<file path="src/rtl/banco_registros_pkg.sv">
// Shared definitions for the register file and the address multiplexers
// that feed it (rs / rt / ra selection).
package banco_registros_pkg;
  localparam int ADDR_W     = 5;
  localparam int DATA_W_DEF = 32;
  localparam int N_REGS_DEF = 32;
  localparam int CNT_W      = 16;

  localparam logic [ADDR_W-1:0] REG_ZERO = 5'd0;
  localparam logic [ADDR_W-1:0] REG_RA   = 5'd31;
endpackage

</file>
<file path="src/rtl/banco_registros_if.sv">
// Register file access bus: two read ports, one write port, write counter.
interface banco_registros_if
  import banco_registros_pkg::*;
#(
  parameter int DATA_W = DATA_W_DEF
);
  logic [ADDR_W-1:0] a1;
  logic [ADDR_W-1:0] a2;
  logic [ADDR_W-1:0] a3;
  logic              we3;
  logic [DATA_W-1:0] wd3;
  logic [DATA_W-1:0] rd1;
  logic [DATA_W-1:0] rd2;
  logic [CNT_W-1:0]  wr_count;

  modport master (
    output a1, a2, a3, we3, wd3,
    input  rd1, rd2, wr_count
  );

  modport slave (
    input  a1, a2, a3, we3, wd3,
    output rd1, rd2, wr_count
  );
endinterface

</file>
<file path="src/rtl/banco_registros_decodificador_escritura.sv">
// One-hot write-enable decoder; register 0 can never be selected.
module decodificador_escritura
  import banco_registros_pkg::*;
#(
  parameter int N_REGS = N_REGS_DEF
) (
  input  logic              we3,
  input  logic [ADDR_W-1:0] a3,
  output logic [N_REGS-1:0] wen
);
  assign wen[0] = 1'b0;

  for (genvar i = 1; i < N_REGS; i++) begin : g_dec
    assign wen[i] = we3 && (a3 == ADDR_W'(i));
  end
endmodule

</file>
<file path="src/rtl/banco_registros.sv">
// Register file: flop storage with async clear, combinational reads with
// write-through bypass, and a wrapping count of committed writes.
module banco_registros
  import banco_registros_pkg::*;
#(
  parameter int DATA_W = DATA_W_DEF,
  parameter int N_REGS = N_REGS_DEF
) (
  input  logic              clk,
  input  logic              rst,
  banco_registros_if.slave  bus
);
  logic [N_REGS-1:0] wen;
  logic [DATA_W-1:0] regs [1:N_REGS-1];
  logic [CNT_W-1:0]  cnt;
  logic              commit;

  decodificador_escritura #(.N_REGS(N_REGS)) u_dec (
    .we3 (bus.we3),
    .a3  (bus.a3),
    .wen (wen)
  );

  // wen[0] is always low, so any set bit is a write to a real register.
  assign commit = |wen;

  // Storage: register 0 has no flops; the rest clear asynchronously.
  always_ff @(posedge clk or posedge rst) begin
    if (rst) begin
      for (int i = 1; i < N_REGS; i++) regs[i] <= '0;
    end else begin
      for (int i = 1; i < N_REGS; i++)
        if (wen[i]) regs[i] <= bus.wd3;
    end
  end

  // Committed-write counter, wraps naturally at 16 bits.
  always_ff @(posedge clk or posedge rst) begin
    if (rst)         cnt <= '0;
    else if (commit) cnt <= cnt + 1'b1;
  end

  assign bus.wr_count = cnt;

  // Read port 1: zero on reset or r0, bypass on a matching write.
  always_comb begin
    bus.rd1 = '0;
    if (!rst && bus.a1 != REG_ZERO && int'(bus.a1) < N_REGS) begin
      if (bus.we3 && bus.a1 == bus.a3) bus.rd1 = bus.wd3;
      else                             bus.rd1 = regs[bus.a1];
    end
  end

  // Read port 2: same rules as port 1, fully independent.
  always_comb begin
    bus.rd2 = '0;
    if (!rst && bus.a2 != REG_ZERO && int'(bus.a2) < N_REGS) begin
      if (bus.we3 && bus.a2 == bus.a3) bus.rd2 = bus.wd3;
      else                             bus.rd2 = regs[bus.a2];
    end
  end
endmodule
</file>
<file path="src/flat_wrapper.sv">
// flat-port wrapper written by rule: the top's interface ports become plain ports
module banco_registros_flat import banco_registros_pkg::*;
#(
  parameter int DATA_W = DATA_W_DEF,
  parameter int N_REGS = N_REGS_DEF
)
  (clk, rst, bus_a1, bus_a2, bus_a3, bus_we3, bus_wd3, bus_rd1, bus_rd2, bus_wr_count);
  banco_registros_if #(.DATA_W(DATA_W)) bus_i ();
  input  logic clk;
  input  logic rst;
  input wire logic [$bits(bus_i.a1)-1:0] bus_a1;
  input wire logic [$bits(bus_i.a2)-1:0] bus_a2;
  input wire logic [$bits(bus_i.a3)-1:0] bus_a3;
  input wire logic [$bits(bus_i.we3)-1:0] bus_we3;
  input wire logic [$bits(bus_i.wd3)-1:0] bus_wd3;
  output wire logic [$bits(bus_i.rd1)-1:0] bus_rd1;
  output wire logic [$bits(bus_i.rd2)-1:0] bus_rd2;
  output wire logic [$bits(bus_i.wr_count)-1:0] bus_wr_count;
  assign bus_i.a1 = bus_a1;
  assign bus_i.a2 = bus_a2;
  assign bus_i.a3 = bus_a3;
  assign bus_i.we3 = bus_we3;
  assign bus_i.wd3 = bus_wd3;
  assign bus_rd1 = bus_i.rd1;
  assign bus_rd2 = bus_i.rd2;
  assign bus_wr_count = bus_i.wr_count;
  banco_registros #(.DATA_W(DATA_W), .N_REGS(N_REGS)) u_core (.clk(clk), .rst(rst), .bus(bus_i));
endmodule
</file>
<file path="config.mk">
export PLATFORM = sky130hd
export DESIGN_NAME = banco_registros_flat
export DESIGN_NICKNAME = d
export VERILOG_FILES = /design/src/rtl/banco_registros_pkg.sv /design/src/rtl/banco_registros_if.sv /design/src/rtl/banco_registros_decodificador_escritura.sv /design/src/rtl/banco_registros.sv /design/src/flat_wrapper.sv
export SDC_FILE = /design/constraint.sdc
export NUM_CORES = 2
export LEC_CHECK = 0
export CAP_MARGIN = 25
export CELL_PAD_IN_SITES_DETAIL_PLACEMENT = 0
export CELL_PAD_IN_SITES_GLOBAL_PLACEMENT = 2
export CORE_ASPECT_RATIO = 2
export CORE_UTILIZATION = 46
export DETAILED_ROUTE_END_ITERATION = 8
export HOLD_SLACK_MARGIN = 0.1
export PLACE_DENSITY_LB_ADDON = 0.1
export SLEW_MARGIN = 25
export SYNTH_ARGS = -nofsm -noshare
export SYNTH_HDL_FRONTEND = slang
export SYNTH_SLANG_ARGS = --single-unit
</file>
<file path="constraint.sdc">
create_clock -name clk -period 44.3 [get_ports clk]
set_input_delay 4.43 -clock clk [delete_from_list [all_inputs] [get_ports clk]]
set_output_delay 4.43 -clock clk [all_outputs]
set_load 0.02 [all_outputs]
</file>
==> out/metrics.csv <==
stage;metric;value;unit
setup_path;path_cells;buf_6 -> buf_4 -> buf_4 -> nand2b_1 -> buf_4 -> a211oi_1 -> a2111oi_0 -> nor3_1 -> a21oi_1 -> clkdlybuf4s50_1;
setup_path;r2r_slack;42.53;ns
die;die_h;492.0;µm
logic_synthesis;synth_fp_nets;4065;
logic_synthesis;netlist_instances;4014;
sta;finalCritPeriodShare;0.3056;
clock_tree;postCtsHoldBufs;0;
logic_synthesis;yosys_most_used_dff;dfrtp_1;
global_routing;track_usage;0.3582;
drt;route.met2.wl;107.0;mm
clock_tree;htreeDepth;3;
logic_synthesis;ys_ff_latch;1008;
logic_synthesis;synth_edf_count;0;
sta;relSlewSlack;0.2479;
sta;hold_viol;0;
drt;drc_errors;56;
clock_tree;max-clock-path-buffers;3;
sta;drv_slew;0;
setup_path;startpoint_type;input port;
die;dieArea;121500;µm²
power_and_ir_drop;p_leak;0.02588;µW
setup_path;worst-path-max-fanout;36;
clock_tree;post_cts_buffers;0;
drt;num_vias;38410;
global_routing;grt_pass1_vias;40630;
logic_synthesis;avgSynthCellArea;13.76;µm²
drt;first_iter_violations;2950;
setup_path;crit_top_cell;buf_4;
global_routing;grt_max_degree;182;
drt;wl_met1;77.61;mm
place;placed_area;57560;µm²
setup_path;cpMaxStageDelayCell;nor3_1;
clock_tree;clk_pin_slew;0.07;ns
cells_and_area;fillers;10120;
die;core_area;118900;µm²
cells_and_area;synthToLayoutAreaGrowth;10.56;%
logic_synthesis;yosysSeqAreaShare;0.4568;
drt;drt_pass1_iterations;7;
die;io_pins;130;
clock_tree;cts.sinks;1008;
drt;routedWlPerCell;38.66;µm
sta;fin_skew;0.001098;ns
die;rows;179;
clock_tree;root_buffer;clkbuf_16;
global_routing;grt_pass1_wl;305.1;mm
sta;period_needed;13.54;ns
die;dieWidth;247;µm
logic_synthesis;yosys_warnings;0;
cells_and_area;final_area;61050;µm²
drt;drtAntennaViolNets;0;
clock_tree;cts_tree;built;
setup_path;max_stage_delay;0.87;ns
setup_path;crit_path_end_kind;output pin;
sta;hold_ws;0.4784;ns
logic_synthesis;async_flop_share;1.000;
clock_tree;cts-resized-gates;0;
run_status;status;finished, violations left;
die;start_util;0.4644;
drt;wl_met3;12.77;mm
cells_and_area;layout-drive-gt1-share;0.4520;
flow_run;max-cap-violations;0;
cells_and_area;final_nets;3995;
place;finalWeightedCongestion;0.8548;
place;port_buffers;129;
clock_tree;cts_buffers;97;
power_and_ir_drop;power.density;45.31;nW/µm²
global_routing;grt-ovfl-total;0;
run_status;violations;DRC;
sta;finalSetupTns;0;ns
drt;highest_layer;met5;
drt;vias_per_cell;6.901;
sta;setup_viol;0;
setup_path;critPathRequiredTime;39.87;ns
sta;rsz0062_at_grt;false;
setup_path;crit_type;input port to output pin;
logic_synthesis;syn_area;55220;µm²
setup_path;crit_arrival;9.11;ns
clock_tree;clk_latency;0.71;ns
drt;wirelength;215.2;mm
sta;worst_slew_pin_slew;1.125;ns
global_routing;antenna_found_initial;10;
place;dp_hpwl;130.3;mm
worst_hold_path;min_path_type;flip-flop to flip-flop;
logic_synthesis;ys_types;68;
sta;fmax;73.86;MHz
power_and_ir_drop;ir_drop;0.03078;mV
==> power by group <==
part / total, µW / internal (µW) / switching [µW]
combinational: 614 / 334 / 280
clock: 911 / 523 / 389
sequential: 1240 / 1100 / 140
total: 2770 / 1960 / 809
==> worst max-delay path: cells and delay by family <==
family | cells | cell delay, ns
buffers and inverters | 5 | 2.52
AND/OR/NAND/NOR | 2 | 1.38
AO/OA/AOI/OAI | 3 | 0.70
==> path summary, 6_finish.rpt <==
kind / cells past startpoint / startpoint / end
hold reg to reg: 1 / u_core.bus.wr_count[15] / u_core.bus.wr_count[15]
min in group asynchronous: 2 / rst / u_core.regs[144]
hold / removal: 1 / u_core.bus.wr_count[15] / u_core.bus.wr_count[15]
max in group asynchronous: 6 / rst / u_core.regs[659]
setup reg to reg: 4 / u_core.bus.wr_count[2] / u_core.bus.wr_count[15]
setup / recovery: 10 / bus_a1[2] / bus_rd1[19]
==> final cells by class <==
class,count,area [µm²],share of cell area
antenna,6,15.01,0.0002459
clock buffer,139,2883,0.04722
clock inverter,38,528.0,0.008648
inverter,12,52.55,0.0008607
multi-input combinational,2574,28150,0.4611
sequential,1008,25220,0.4131
tap,1538,1924,0.03152
timing repair buffer,251,2276,0.03728
==> per-layer routing <==
layer | vias up | track usage
met5 | - | 0
met4 | 2 | 0.2590
met3 | 639 | 0.05632
met2 | 1720 | 0.5949
met1 | 20810 | 0.4176
li1 | 15240 | -
==> registers in the layout, indices dropped and copies added (netlist names) <==
signal	flops
u_core.bus.wr_count	16
u_core.regs	992
==> stage by stage <==
| step | worst slack (ns) | util | total power, µW | std cells |
|---|---|---|---|---|
| 3_3_place_gp | 30.80 | 0.4842 | 1825 | 5378 |
| 6_report | 30.76 | 0.5134 | 2766 | 5566 |
| 3_5_place_dp | 30.85 | 0.4840 | 1865 | 5380 |
| 4_1_cts | 30.83 | 0.5127 | 2774 | 5557 |
| 2_1_floorplan | 10.12 | - | 1657 | 4014 |
| 5_1_grt | 30.70 | 0.5133 | 2867 | 5562 |
==> cells in the final DEF, fill, tap and decap left out, types with 10 or more instances in the layout <==
master and n:
a211oi_1 40, o32a_1 13, a41oi_1 14, nand2_2 12, buf_4 111, mux2_2 1113
a221oi_1 15, o22a_1 23, o31ai_1 16, nand2b_1 35, o211ai_1 10, xnor2_1 12
a22oi_1 72, a2111oi_0 19, nor2_4 12, mux2i_1 189, o22ai_1 43, clkbuf_16 103
nand3_1 26, o21ai_0 73, xor2_1 13, a21oi_1 68, buf_2 20, nor3_1 31
nor2b_1 51, dfrtp_1 1008, clkbuf_8 17, bufinv_16 12, a22o_1 12, clkdlybuf4s50_1 101
clkinv_2 13, o221ai_1 29, nor4_1 21, mux4_2 332, a31oi_1 24, clkbuf_1 19
nand2_1 67, inv_1 11, nor2_1 86
==> synth_stat cells, types with 37 or more instances <==
master | count | share of area
mux2i_1 | 189 | 0.034
dfrtp_1 | 1008 | 0.46
buf_1 | 49 | 0.0033
buf_2 | 119 | 0.011
o22ai_1 | 43 | 0.0049
nor2b_1 | 55 | 0.0062
a21oi_1 | 70 | 0.0063
mux4_2 | 332 | 0.14
nand2_1 | 79 | 0.0054
nand2b_1 | 37 | 0.0042
buf_4 | 39 | 0.0053
mux2_2 | 1113 | 0.23
o21ai_0 | 73 | 0.0066
clkbuf_1 | 190 | 0.013
a22oi_1 | 72 | 0.0098
a211oi_1 | 41 | 0.0056
nor2_1 | 101 | 0.0069
==> logic make-up (layout without fill, tap and decap cells) <==
group / after synthesis / in the layout / synth area share
AOI/OAI and AO/OA: 515 / 515 / 0.06632
other: 0 / 6 / 0
and+or+nand+nor: 394 / 394 / 0.03564
buffers and inverters: 432 / 440 / 0.03840
adders and majority gates: 1 / 1 / 0.0002265
xor gates and xnor gates: 25 / 25 / 0.003965
muxes: 1639 / 1639 / 0.3987
DFF: 1008 / 1008 / 0.4568
Power figures use the tool's default switching activity.
